===== src/rtl/muldiv_pkg.sv =====
// Shared types and decode helpers for the iterative RV32M multiply/divide unit.
package muldiv_pkg;

  // Operation codes match the RISC-V M-extension funct3 encoding.
  typedef enum logic [2:0] {
    OP_MUL    = 3'b000,
    OP_MULH   = 3'b001,
    OP_MULHSU = 3'b010,
    OP_MULHU  = 3'b011,
    OP_DIV    = 3'b100,
    OP_DIVU   = 3'b101,
    OP_REM    = 3'b110,
    OP_REMU   = 3'b111
  } muldiv_op_e;

  typedef enum logic [1:0] {
    IDLE = 2'd0,
    BUSY = 2'd1,
    FIX  = 2'd2,
    DONE = 2'd3
  } muldiv_state_e;

  function automatic logic is_div(input muldiv_op_e op);
    return op[2];
  endfunction

  // REM/REMU return the remainder rather than the quotient.
  function automatic logic is_rem(input muldiv_op_e op);
    return op[2] & op[1];
  endfunction

  function automatic logic is_signed_a(input muldiv_op_e op);
    return (op == OP_MULH) || (op == OP_MULHSU) || (op == OP_DIV) || (op == OP_REM);
  endfunction

  function automatic logic is_signed_b(input muldiv_op_e op);
    return (op == OP_MULH) || (op == OP_DIV) || (op == OP_REM);
  endfunction

endpackage


===== src/rtl/muldiv_if.sv =====
// Request/response bundle between the EX stage and the multiply/divide unit.
interface muldiv_if #(
  parameter int DATA_WIDTH    = 32,
  parameter int OPCODE_LENGTH = 3
);
  logic                     flush;
  logic                     in_valid;
  logic                     in_ready;
  logic [OPCODE_LENGTH-1:0] Operation;
  logic [DATA_WIDTH-1:0]    SrcA;
  logic [DATA_WIDTH-1:0]    SrcB;
  logic                     out_valid;
  logic                     out_ready;
  logic [DATA_WIDTH-1:0]    Result;

  // Pipeline side: issues operations and consumes results.
  modport master (
    output flush, in_valid, Operation, SrcA, SrcB, out_ready,
    input  in_ready, out_valid, Result
  );

  // Unit side.
  modport slave (
    input  flush, in_valid, Operation, SrcA, SrcB, out_ready,
    output in_ready, out_valid, Result
  );
endinterface


===== src/rtl/muldiv_special.sv =====
// Combinational detection of divide-by-zero, signed overflow and zero operands,
// together with the architecturally fixed result for each case.
module muldiv_special
  import muldiv_pkg::*;
#(
  parameter int DATA_WIDTH = 32
) (
  input  muldiv_op_e            i_op,
  input  logic [DATA_WIDTH-1:0] i_src_a,
  input  logic [DATA_WIDTH-1:0] i_src_b,
  output logic                  o_hit,
  output logic [DATA_WIDTH-1:0] o_result
);

  localparam logic [DATA_WIDTH-1:0] MIN_INT = {1'b1, {(DATA_WIDTH-1){1'b0}}};

  logic w_a_zero, w_b_zero, w_ovf;

  assign w_a_zero = (i_src_a == '0);
  assign w_b_zero = (i_src_b == '0);
  assign w_ovf    = is_signed_a(i_op) && is_div(i_op) && (i_src_a == MIN_INT) && (i_src_b == '1);

  // Priority: divide-by-zero, then overflow, then a zero operand.
  always_comb begin
    // NOTE: defaults first so every path assigns every output and no latch is inferred.
    o_hit    = 1'b0;
    o_result = '0;
    if (is_div(i_op)) begin
      if (w_b_zero) begin
        o_hit    = 1'b1;
        o_result = is_rem(i_op) ? i_src_a : '1;
      end else if (w_ovf) begin
        o_hit    = 1'b1;
        o_result = is_rem(i_op) ? '0 : MIN_INT;
      end else if (w_a_zero) begin
        o_hit    = 1'b1;
      end
    end else if (w_a_zero || w_b_zero) begin
      o_hit = 1'b1;
    end
  end

endmodule


===== src/rtl/muldiv_unit.sv =====
// Iterative RV32M multiply/divide unit: shift-add multiply, restoring divide,
// one bit per cycle, valid/ready on both sides.
// Optional early-out for special operands: define MULDIV_FAST_SPECIAL_EN.
module muldiv_unit
  import muldiv_pkg::*;
#(
  parameter int DATA_WIDTH    = 32,
  parameter int OPCODE_LENGTH = 3
) (
  input logic     clk,
  input logic     rst_n,
  muldiv_if.slave bus
);

  localparam int W  = DATA_WIDTH;
  localparam int CW = $clog2(W + 1);

  muldiv_state_e  r_state;
  logic [CW-1:0]  r_count;
  muldiv_op_e     r_op;
  logic           r_neg;
  logic [W-1:0]   r_a;
  logic [W-1:0]   r_b;
  logic [2*W-1:0] r_acc;      // MUL: {partial hi, multiplier}; DIV: low half dividend -> quotient
  logic [W:0]     r_rem;
  logic           r_spec_hit;
  logic [W-1:0]   r_spec_res;
  logic [W-1:0]   r_result;
  logic           r_out_valid;

  muldiv_op_e     w_op;
  logic           w_sign_a, w_sign_b, w_neg, w_in_ready;
  logic [W-1:0]   w_abs_a, w_abs_b;
  logic [W:0]     w_sum, w_shift, w_diff;
  logic [2*W-1:0] w_prod_fix;
  logic [W-1:0]   w_q_fix, w_r_fix, w_fix;
  logic           w_spec_hit;
  logic [W-1:0]   w_spec_res;

  assign w_op       = muldiv_op_e'(bus.Operation[2:0]);
  assign w_in_ready = (r_state == IDLE) && !bus.flush;
  assign w_sign_a   = is_signed_a(w_op) & bus.SrcA[W-1];
  assign w_sign_b   = is_signed_b(w_op) & bus.SrcB[W-1];
  assign w_abs_a    = w_sign_a ? -bus.SrcA : bus.SrcA;
  assign w_abs_b    = w_sign_b ? -bus.SrcB : bus.SrcB;
  // Remainder follows the dividend; products and quotients follow signA^signB.
  assign w_neg      = is_rem(w_op) ? w_sign_a : (w_sign_a ^ w_sign_b);

  // One shift-add step: add multiplicand when the current multiplier bit is set.
  assign w_sum   = {1'b0, r_acc[2*W-1:W]} + (r_acc[0] ? {1'b0, r_a} : '0);
  // One restoring step: bring in the next dividend bit and trial-subtract.
  assign w_shift = {r_rem[W-1:0], r_acc[W-1]};
  assign w_diff  = w_shift - {1'b0, r_b};

  assign w_prod_fix = r_neg ? -r_acc : r_acc;
  assign w_q_fix    = r_neg ? -r_acc[W-1:0] : r_acc[W-1:0];
  assign w_r_fix    = r_neg ? -r_rem[W-1:0] : r_rem[W-1:0];

  // Select the architectural result half / quotient / remainder.
  always_comb begin
    w_fix = w_prod_fix[W-1:0];
    case (r_op)
      OP_MULH, OP_MULHSU, OP_MULHU: w_fix = w_prod_fix[2*W-1:W];
      OP_DIV, OP_DIVU:              w_fix = w_q_fix;
      OP_REM, OP_REMU:              w_fix = w_r_fix;
      default:                      w_fix = w_prod_fix[W-1:0];
    endcase
  end

  muldiv_special #(.DATA_WIDTH(W)) u_special (
    .i_op     (w_op),
    .i_src_a  (bus.SrcA),
    .i_src_b  (bus.SrcB),
    .o_hit    (w_spec_hit),
    .o_result (w_spec_res)
  );

  assign bus.in_ready  = w_in_ready;
  assign bus.out_valid = r_out_valid;
  assign bus.Result    = r_result;

  // Control FSM and datapath; flush aborts from any state.
  always_ff @(posedge clk or negedge rst_n) begin
    if (!rst_n) begin
      // NOTE: datapath registers are cleared too, so a reset mid-operation leaves no stale state.
      r_state     <= IDLE;
      r_count     <= '0;
      r_op        <= OP_MUL;
      r_neg       <= 1'b0;
      r_a         <= '0;
      r_b         <= '0;
      r_acc       <= '0;
      r_rem       <= '0;
      r_spec_hit  <= 1'b0;
      r_spec_res  <= '0;
      r_result    <= '0;
      r_out_valid <= 1'b0;
    end else if (bus.flush) begin
      r_state     <= IDLE;
      r_out_valid <= 1'b0;
    end else begin
      // NOTE: non-blocking assignments so every register samples pre-edge values.
      case (r_state)
        IDLE: begin
          if (bus.in_valid) begin
            r_op       <= w_op;
            r_neg      <= w_neg;
            r_a        <= w_abs_a;
            r_b        <= w_abs_b;
            r_acc      <= is_div(w_op) ? {{W{1'b0}}, w_abs_a} : {{W{1'b0}}, w_abs_b};
            r_rem      <= '0;
            r_count    <= '0;
            r_spec_hit <= w_spec_hit;
            r_spec_res <= w_spec_res;
`ifdef MULDIV_FAST_SPECIAL_EN
            if (w_spec_hit) begin
              r_result    <= w_spec_res;
              r_out_valid <= 1'b1;
              r_state     <= DONE;
            end else begin
              r_state <= BUSY;
            end
`else
            r_state <= BUSY;
`endif
          end
        end
        BUSY: begin
          // Steps run on counts 0..W-1; the terminal count hands over to FIX.
          if (r_count == CW'(W)) begin
            r_state <= FIX;
          end else begin
            r_count <= r_count + 1'b1;
            if (is_div(r_op)) begin
              r_rem <= w_diff[W] ? w_shift : w_diff;
              r_acc <= {r_acc[2*W-1:W], r_acc[W-2:0], ~w_diff[W]};
            end else begin
              r_acc <= {w_sum, r_acc[W-1:1]};
            end
          end
        end
        FIX: begin
          r_result    <= r_spec_hit ? r_spec_res : w_fix;
          r_out_valid <= 1'b1;
          r_state     <= DONE;
        end
        DONE: begin
          if (bus.out_ready) begin
            r_out_valid <= 1'b0;
            r_state     <= IDLE;
          end
        end
        default: r_state <= IDLE;
      endcase
    end
  end

endmodule

===== src/flat_wrapper.sv =====
// flat-port wrapper written by rule: the top's interface ports become plain ports
module muldiv_unit_flat import muldiv_pkg::*;
#(
  parameter int DATA_WIDTH    = 32,
  parameter int OPCODE_LENGTH = 3
)
  (clk, rst_n, bus_flush, bus_in_valid, bus_Operation, bus_SrcA, bus_SrcB, bus_out_ready, bus_in_ready, bus_out_valid, bus_Result);
  muldiv_if #(.DATA_WIDTH(DATA_WIDTH), .OPCODE_LENGTH(OPCODE_LENGTH)) bus_i ();
  input logic clk;
  input logic rst_n;
  input wire logic [$bits(bus_i.flush)-1:0] bus_flush;
  input wire logic [$bits(bus_i.in_valid)-1:0] bus_in_valid;
  input wire logic [$bits(bus_i.Operation)-1:0] bus_Operation;
  input wire logic [$bits(bus_i.SrcA)-1:0] bus_SrcA;
  input wire logic [$bits(bus_i.SrcB)-1:0] bus_SrcB;
  input wire logic [$bits(bus_i.out_ready)-1:0] bus_out_ready;
  output wire logic [$bits(bus_i.in_ready)-1:0] bus_in_ready;
  output wire logic [$bits(bus_i.out_valid)-1:0] bus_out_valid;
  output wire logic [$bits(bus_i.Result)-1:0] bus_Result;
  assign bus_i.flush = bus_flush;
  assign bus_i.in_valid = bus_in_valid;
  assign bus_i.Operation = bus_Operation;
  assign bus_i.SrcA = bus_SrcA;
  assign bus_i.SrcB = bus_SrcB;
  assign bus_i.out_ready = bus_out_ready;
  assign bus_in_ready = bus_i.in_ready;
  assign bus_out_valid = bus_i.out_valid;
  assign bus_Result = bus_i.Result;
  muldiv_unit #(.DATA_WIDTH(DATA_WIDTH), .OPCODE_LENGTH(OPCODE_LENGTH)) u_core (.clk(clk), .rst_n(rst_n), .bus(bus_i));
endmodule

===== config.mk =====
export PLATFORM = sky130hd
export DESIGN_NAME = muldiv_unit_flat
export DESIGN_NICKNAME = d
export VERILOG_FILES = /design/src/rtl/muldiv_pkg.sv /design/src/rtl/muldiv_if.sv /design/src/rtl/muldiv_special.sv /design/src/rtl/muldiv_unit.sv /design/src/flat_wrapper.sv
export SDC_FILE = /design/constraint.sdc
export NUM_CORES = 1
export LEC_CHECK = 0
export CORE_MARGIN = 5
export CORE_UTILIZATION = 30
export DETAILED_ROUTE_END_ITERATION = 7
export HOLD_SLACK_MARGIN = 0.08
export MAX_ROUTING_LAYER = met4
export PLACE_DENSITY = 0.47
export SETUP_SLACK_MARGIN = 0.3
export SKIP_CTS_REPAIR_TIMING = 1
export SLEW_MARGIN = 20
export SYNTH_ARGS = -nofsm -noshare
export SYNTH_HDL_FRONTEND = slang
export SYNTH_SLANG_ARGS = --single-unit
export TNS_END_PERCENT = 50

===== constraint.sdc =====
create_clock -name clk -period 4.9 [get_ports clk]
set_input_delay 0.735 -clock clk [delete_from_list [all_inputs] [get_ports clk]]
set_output_delay 0.735 -clock clk [all_outputs]
set_load 0.02 [all_outputs]

==> qor.csv, run 1 <==
metric,value,unit
drive_gt1_share,5.81,%
required,5.31,ns
finalClockSkew,0.0216,ns
clkPwrFrac,21.8,%
p_sw,5320,uW
worst_ep_arrival_time,4.34,ns
grtUsageTotal,20.7,%
cts_tree,yes,
timing.final.crit_share,80.2,%
portBuffers,105,
hold_violations,0,
synth_area_leaders,"dfrtp_1 (33%), o21ai_0 (8.5%), nand2_1 (6.6%)",
intPower,6250,uW
drcViolationCount,0,
multi_input_area,0.0113,sq mm
fin_crit,3.93,ns
boundaryPins,106,
crit_fanout,6,
grt_pass1_vias,15900,
placementRows,89,
place.gp.congestion,0.940,
rsz0062_at_grt,no,
dr.pass1.iters,7,
cts_made_buffers,34,
syn_inst,2209,
initialDrtViolationCount,1378,
relSlewSlack,27.2,%
ys_seq_elements,238,
setup.worst_path.end_class,register,
setup-violations-final,0,
antenna_found_initial,0,
die_h,254,um
syn_to_final_growth,16.7,%
p_leak,0.00884,uW
yosysTopAreaCellShare,33.2,%
ys_seq_area_share,33.2,%
dieArea,0.0647,sq mm
htreeDepth,2,
fmax,254,MHz
p_per_area,553,mW/mm^2
grt_max_degree,106,
totalWireLength,66600,um
r2r_setup_slack,0.97,ns
final_cells,3061,
core,0.0591,sq mm
final.fill_count,6135,
grt_pass1_wl,100000,um
vias_per_cell,5.43,
outcome,finished clean,
diodes,0,
clkSinkCount,238,
clk_path_buf_depth,3,
hp-class,in -> async,
worst_pin_slew,1.08,ns
combPwrFrac,49.6,%
syn-num-nets,2359,
p_sw_share,46.0,%
crit_path_start_kind,register,
dpl.hpwl,49700,um
ys_types,82,
synth_area,0.0179,sq mm
vias,16600,
placed_cells,3001,
synth_area_leader_cell,dfrtp_1,
peakVddDrop,316,uV
syn_area_per_cell,8.11,sq um
ant_nets,0,
initial_utilization,30.3,%
critical_path_class,reg -> reg,
drv_slew,0,
ys_async_sr_fraction,100,%
ys_warn_count,0,
clock_latency,0.55,ns
cts-root-buf,clkbuf_16,
synth_edf_count,0,
hold-worst-slack,0.172,ns
seqCellArea,0.00596,sq mm
finalWorstSetupSlack,0.968,ns
layout.nets,2414,
wl_per_cell,21.7,um
synthFlopType,dfrtp_1,
grt_overflow,0,
max_cap_viol_count,0,
fp.dieW,254,um
setup-tns-final,0,ns
seq_power_share,28.6,%
clk_pin_slew,0.06,ns
place_worst_setup_slack,0.886,ns
placed cells by master (no fill, tap or decap), drive strengths merged, types with 24 or more instances in the layout:
cell type / Yosys / routed
inv: 64 / 64
a21o: 26 / 26
nor2: 146 / 146
o21ai: 311 / 311
xor2: 103 / 103
clkbuf: 99 / 53
buf: 21 / 37
nand3: 32 / 32
nand2b: 24 / 24
mux2i: 79 / 79
and2: 42 / 42
nor3: 28 / 28
xnor2: 99 / 99
ha: 76 / 76
a21oi: 163 / 163
o221ai: 29 / 29
nand2: 317 / 317
o31ai: 32 / 32
clkdlybuf4s50: 0 / 103
dfrtp: 238 / 238
logic make-up after synthesis:
logic type	share of synthesized area, %
compound gates	23.2
buf+inv	4.09
xor+xnor	9.87
fa+ha+maj	5.53
mux	5.04
simple gates	19.0
flops	33.2
sequential cells by signal, indices dropped and copies added, names as in the netlist:
name and cells:
u_core.r_acc 64, u_core.bus.Result 32, u_core.r_a 32, u_core.r_b 32
u_core.r_rem 32, u_core.r_spec_res 32, u_core.r_count 6, u_core.r_op 3
u_core.r_state 2, u_core.bus.out_valid 1, u_core.r_neg 1, u_core.r_spec_hit 1
metal layers:
metal / vias up / share of wire (%) / GRT usage (%)
met5: - / 0 / -
met4: 0 / 3.5 / 7.00
met3: 102 / 4.7 / 2.62
met2: 478 / 46 / 32.2
met1: 8024 / 46 / 28.2
li1: 8027 / - / -
worst max-delay path: stages, from the launching register on:
cell	delay [ns]
dfrtp_1	0.57
inv_1	0.17
ha_1	0.26
fa_1	0.38
nand2b_1	0.19
a21oi_1	0.22
o21ai_0	0.24
o221ai_1	0.40
o21ai_0	0.49
o21a_1	0.36
o21ai_0	0.21
xnor2_1	0.17
o221ai_1	0.13
area by class of cell:
cell class	count	share of cell area, %
Timing Repair Buffer	140	6.40
Clock inverter	7	0.526
Inverter	65	1.17
Multi-Input combinational cell	1785	54.0
Tap cell	773	4.62
Clock buffer	53	4.84
Sequential cell	238	28.5
Yosys cell counts, types with 18 or more instances:
| cell type | instances |
|---|---|
| o41ai_1 | 20 |
| nor2_1 | 145 |
| dfrtp_1 | 238 |
| nand2_1 | 317 |
| nand3_1 | 29 |
| or3_1 | 20 |
| xor2_1 | 103 |
| o21ai_0 | 306 |
| o221ai_1 | 29 |
| a21o_1 | 26 |
| ha_1 | 76 |
| a21oi_1 | 163 |
| nand2b_1 | 24 |
| inv_1 | 64 |
| nor3_1 | 27 |
| xnor2_1 | 99 |
| nand4_1 | 19 |
| mux2i_1 | 79 |
| and2_1 | 42 |
| nor2b_1 | 18 |
| clkbuf_1 | 98 |
| o31ai_1 | 32 |
per-stage QoR:
| step | util (%) | power [uW] | instance area [sq um] |
|---|---|---|---|
| after floorplan | - | 7080 | 17900 |
| after global placement | 33.5 | 8940 | 19800 |
| after detailed placement | 33.5 | 9010 | 19800 |
| after CTS | 35.4 | 11600 | 20900 |
| after global routing | 35.4 | 12400 | 20900 |
| final | 35.4 | 11600 | 20900 |
worst paths after layout:
check                                      start                    end  depth (start not counted)
max                             u_core.r_acc[31]       u_core.r_rem[30]                         12
min                                        rst_n       u_core.r_acc[58]                          1
max reg2reg                     u_core.r_acc[31]       u_core.r_rem[30]                         12
min reg2reg                u_core.r_spec_res[15]  u_core.r_spec_res[15]                          2
max in group asynchronous                  rst_n         u_core.r_b[17]                          2
min in group clk           u_core.r_spec_res[15]  u_core.r_spec_res[15]                          2
power groups by stage:
stage	Clock [uW]	Sequential [uW]	Combinational, uW
final	2520	3310	5730
after global routing	2670	3400	6340
after CTS	2590	3300	5710
after detailed placement	0	3330	5680
after global placement	0	3310	5620
after floorplan	0	3140	3940
Note: power is estimated with default switching activity, not from simulation.
==> run 2: changes to the inputs <==
- PLACE_DENSITY: 0.47 -> 0.48
- clock period: 4.9 -> 3.31 ns (I/O delays scaled with it)
==> run 2 against run 1 <==
Net effect: maximum frequency up 23%; count of clock-buffer cells in the layout unchanged; setup slack worse by 0.84 ns; die area unchanged; flip-flop and latch count unchanged; non-clock buffer count up 235; clock skew down 0.0065 ns; final cell count up 7.5%; sequential power up 43%; global-route usage up 0.77 points; total power up 62%.
==> qor.csv, run 2 (same netlist as run 1, synthesis figures left out) <==
metric,value,unit
p_leak,0.0101,uW
initial_utilization,30.3,%
final.fill_count,5978,
drcViolationCount,0,
r2r.worst_path.cells,8,
fp.dieW,254,um
crit_fanout,5,
max_cap_viol_count,0,
crit_path_start_kind,register,
clock_latency,0.55,ns
wl_per_cell,21.3,um
clk_path_buf_depth,3,
setup-violations-final,0,
setup.worst_path.end_class,register,
reg2reg_from,u_core.r_rem[12],
worst_pin_slew,1.20,ns
largest-register,u_core.r_acc,
fin_crit,3.19,ns
antenna_found_initial,1,
rsz0062_at_grt,yes,
outcome,finished clean,
grt_overflow,0,
hp-class,reg -> reg,
required,3.74,ns
final_cell_mix,"nand2_1 (312), o21ai_0 (271), buf_4 (246)",
totalWireLength,70100,um
hold_violations,0,
dieArea,0.0647,sq mm
dr.pass1.iters,5,
grt_pass1_wl,105000,um
drive_gt1_share,18.8,%
layout_commonest_cell,nand2_1,
grtUsageTotal,21.5,%
placed_cells,3209,
worst_ep_arrival_time,3.61,ns
peakVddDrop,414,uV
place.gp.congestion,0.940,
p_per_area,791,mW/mm^2
die_h,254,um
largest_reg_flops,64,
min_from,u_core.r_spec_res[28],
finalClockSkew,0.0151,ns
grt_pass1_vias,17200,
syn_to_final_growth,31.8,%
holdPathEnd,u_core.r_spec_res[28],
final_cells,3291,
drv_slew,0,
r2r_end,u_core.bus.Result[31],
portBuffers,105,
cts_tree,yes,
placementRows,89,
layout.nets,2649,
initialDrtViolationCount,1471,
cts_made_buffers,34,
timing.final.crit_share,96.3,%
r2r_setup_slack,0.12,ns
boundaryPins,106,
relSlewSlack,20.2,%
diodes,0,
vias_per_cell,5.36,
vias,17600,
core,0.0591,sq mm
critical_path_class,reg -> reg,
dpl.hpwl,51900,um
min_path_cells,2,
clkSinkCount,238,
fmax,314,MHz
power,18700,uW
ant_nets,0,
htreeDepth,2,
cts-root-buf,clkbuf_16,
grt_max_degree,117,
clk_pin_slew,0.06,ns
==> run 2: changes by cell type in the layout (fill, tap and decap cells not counted), sizes merged <==
cell / delta
dlygate4sd3: +1
clkbuf: +3
clkinv: -3
clkinvlp: -1
buf: +231
bufinv: -1
==> run 2: worst max path at each step <==
stage | to | start | slack (ns) | cells past startpoint
floorplan | u_core.r_acc[62] | u_core.r_acc[0] | 0.25 | 13
global placement | u_core.r_acc[26] | bus_SrcB[6] | -0.37 | 9
detailed placement | u_core.r_acc[26] | bus_SrcB[6] | -0.32 | 9
CTS | u_core.r_rem[30] | u_core.r_acc[31] | -0.21 | 14
global route | u_core.r_acc[61] | u_core.r_acc[0] | -0.005 | 14
finish | u_core.bus.Result[31] | u_core.r_rem[12] | 0.12 | 8
==> run 2: critical path, cell delays in order, from the launching register on <==
cell and delay (ns):
dfrtp_1 0.38, or4_4 0.55, nor2_2 0.10, or4b_4 0.51
or4_4 0.59, or3_4 0.39, a2111oi_4 0.34, buf_4 0.17
a21oi_1 0.05
==> run 2: metal layers <==
metal	routed length [um]	share of wire [%]	global-route usage (%)	vias up
met5	0	0	-	-
met4	3270	4.7	9.34	0
met3	3690	5.3	2.69	138
met2	31300	45	32.5	533
met1	31800	45	29.1	8520
li1	-	-	-	8445
==> run 2: final cells by class <==
class / count / area (sq um) / share of cell area [%]
clock buffers: 53 / 1060 / 4.47
clock inverters: 2 / 35.0 / 0.148
inverters: 65 / 246 / 1.04
multi-input cells: 1785 / 12100 / 51.1
flip-flops and latches: 238 / 5960 / 25.2
well taps: 773 / 967 / 4.10
repair buffers: 375 / 3290 / 13.9
==> run 2: where the power goes <==
group / total [uW] / switching, uW / leakage (uW) / internal, uW
Combinational: 10300 / 6080 / 0.00650 / 4220
Clock: 3670 / 1420 / 0.000535 / 2250
Sequential: 4730 / 904 / 0.00311 / 3830
Total: 18700 / 8400 / 0.0101 / 10300
==> run 2: per-stage QoR <==
step	hold slack, ns	util (%)	setup slack, ns	area [sq um]	TNS, ns
2_1_floorplan	0.201	-	0.254	17900	0
3_3_place_gp	0.456	36.3	-0.366	21400	-13.15
3_5_place_dp	0.465	36.3	-0.324	21400	-11.59
4_1_cts	-0.0583	38.1	-0.205	22500	-1.51
5_1_grt	0.480	39.9	-0.00545	23600	-0.00545
6_report	0.470	39.9	0.124	23600	0
==> run 3: changes to the inputs <==
- CORE_ASPECT_RATIO: default -> 1.4
- SETUP_SLACK_MARGIN: 0.3 -> 0.02
==> run 3 against run 2 <==
Net effect: hold slack worse by 0.052 ns; flip-flop and latch count unchanged; first-iteration DRC count down 12%; die area up 0.11%; non-clock buffer count down 37; setup slack worse by 0.028 ns; clock skew up 0.0012 ns; register-to-register slack worse by 0.03 ns; largest power group unchanged.
==> qor.csv, run 3 (same netlist as run 1, synthesis figures left out) <==
metric,value,unit
clock_latency,0.59,ns
max_cap_viol_count,0,
layout.nets,2606,
combPwrFrac,53.9,%
syn_to_final_growth,25.3,%
place.gp.congestion,0.956,
setup-violations-final,0,
cts-root-buf,clkbuf_16,
layout_commonest_cell,nand2_1,
dieArea,0.0648,sq mm
dr.pass1.iters,5,
dpl.hpwl,54600,um
p_sw_share,45.4,%
clkSinkCount,238,
ant_nets,0,
r2r_setup_slack,0.1,ns
vias,17600,
largest_reg_flops,64,
grt_overflow,0,
critical_path_class,reg -> reg,
totalWireLength,71000,um
hold-worst-slack,0.418,ns
worst_pin_slew,1.06,ns
outcome,finished clean,
portBuffers,105,
reg2reg_from,u_core.r_acc[0],
critical_path.slowest_cell,dfrtp_1,
boundaryPins,106,
finalClockSkew,0.0163,ns
clkPwrFrac,19.6,%
cts_tree,yes,
intPower,9670,uW
htreeDepth,1,
initialDrtViolationCount,1301,
wl_per_cell,22.0,um
crit_path_start_kind,register,
fp.dieW,217,um
path_buf_inv,3,
drv_slew,0,
relSlewSlack,28.9,%
r2r_end,u_core.r_acc[62],
initial_utilization,30.2,%
p_leak,0.00982,uW
clk_pin_slew,0.07,ns
final_area,0.0225,sq mm
seqCellArea,0.00596,sq mm
placementRows,106,
setup-tns-final,0,ns
hp-class,in -> async,
max_stage_delay,0.43,ns
utilization,37.8,%
power,17700,uW
peakVddDrop,522,uV
fmax,311,MHz
grt_pass1_vias,17800,
final.fill_count,6156,
final_cell_mix,"nand2_1 (316), o21ai_0 (302), dfrtp_1 (236)",
drcViolationCount,0,
antenna_found_initial,1,
multi_input_area,0.0114,sq mm
seq_power_share,26.5,%
grt_pass1_wl,108000,um
cp_common_cell,buf_4,
grtUsageTotal,21.8,%
clk_path_buf_depth,3,
vias_per_cell,5.43,
timing.final.crit_share,97.1,%
p_per_area,789,mW/mm^2
hold_violations,0,
p_sw,8050,uW
core,0.0594,sq mm
drive_gt1_share,13.8,%
crit_fanout,10,
setup.worst_path.end_class,register,
worst_ep_arrival_time,3.67,ns
rsz0062_at_grt,yes,
crit_chain,buf_12 -> and2_1 -> ha_1 -> a211oi_1 -> o21ai_1 -> nand4_1 -> a2111oi_2 -> buf_4 -> o41ai_4 -> o221ai_1 -> buf_4 -> a221oi_1 -> xor2_1 -> o21ai_0,
cp_top_family,compound AO/OA/AOI/OAI gates,
crit_start,u_core.r_acc[0],
fin_crit,3.21,ns
required,3.77,ns
largest-register,u_core.r_acc,
dpl_cell_area,0.0213,sq mm
r2r.worst_path.cells,14,
die_h,299,um
cts_made_buffers,28,
grt_max_degree,99,
## run 3: metrics by stage
step	setup WS [ns]	std cells
finish	0.0957	3235
global route	-0.0958	3234
CTS	-0.163	3228
detailed placement	-0.259	3176
global placement	-0.205	3176
floorplan	0.148	2209
## run 3: power groups by stage
stage | combinational (uW) | sequential, uW | clock (uW)
6_report | 9550 | 4690 | 3480
3_3_place_gp | 9320 | 4700 | 0
4_1_cts | 9440 | 4680 | 3570
3_5_place_dp | 9410 | 4730 | 0
2_1_floorplan | 5830 | 4660 | 0
5_1_grt | 10500 | 4800 | 3670
## run 3: worst max path at each step
stage	to	slack (ns)	cells after the start
floorplan	u_core.r_rem[26]	0.15	13
global placement	u_core.r_acc[26]	-0.20	9
detailed placement	u_core.r_acc[26]	-0.26	9
CTS	u_core.r_acc[62]	-0.16	14
global route	u_core.r_acc[62]	-0.1	14
finish	u_core.r_acc[62]	0.1	14
## run 3: cell type report
class                      count  area share [%]
clock buffer                  38            3.51
multi-input combinational   1785            50.6
sequential                   238            26.5
clock inverter                14           0.953
inverter                      65            1.09
tap                          756            4.21
timing repair buffer         338            13.1
antenna                        1          0.0111
## run 3: per-layer routing
| metal | global-route usage [%] | share of wire (%) | wire (um) |
|---|---|---|---|
| met1 | 26.3 | 41 | 29300 |
| met2 | 37.1 | 49 | 35000 |
| met3 | 1.78 | 4.0 | 2860 |
| met4 | 10.2 | 5.5 | 3940 |
| met5 | - | 0 | 0 |
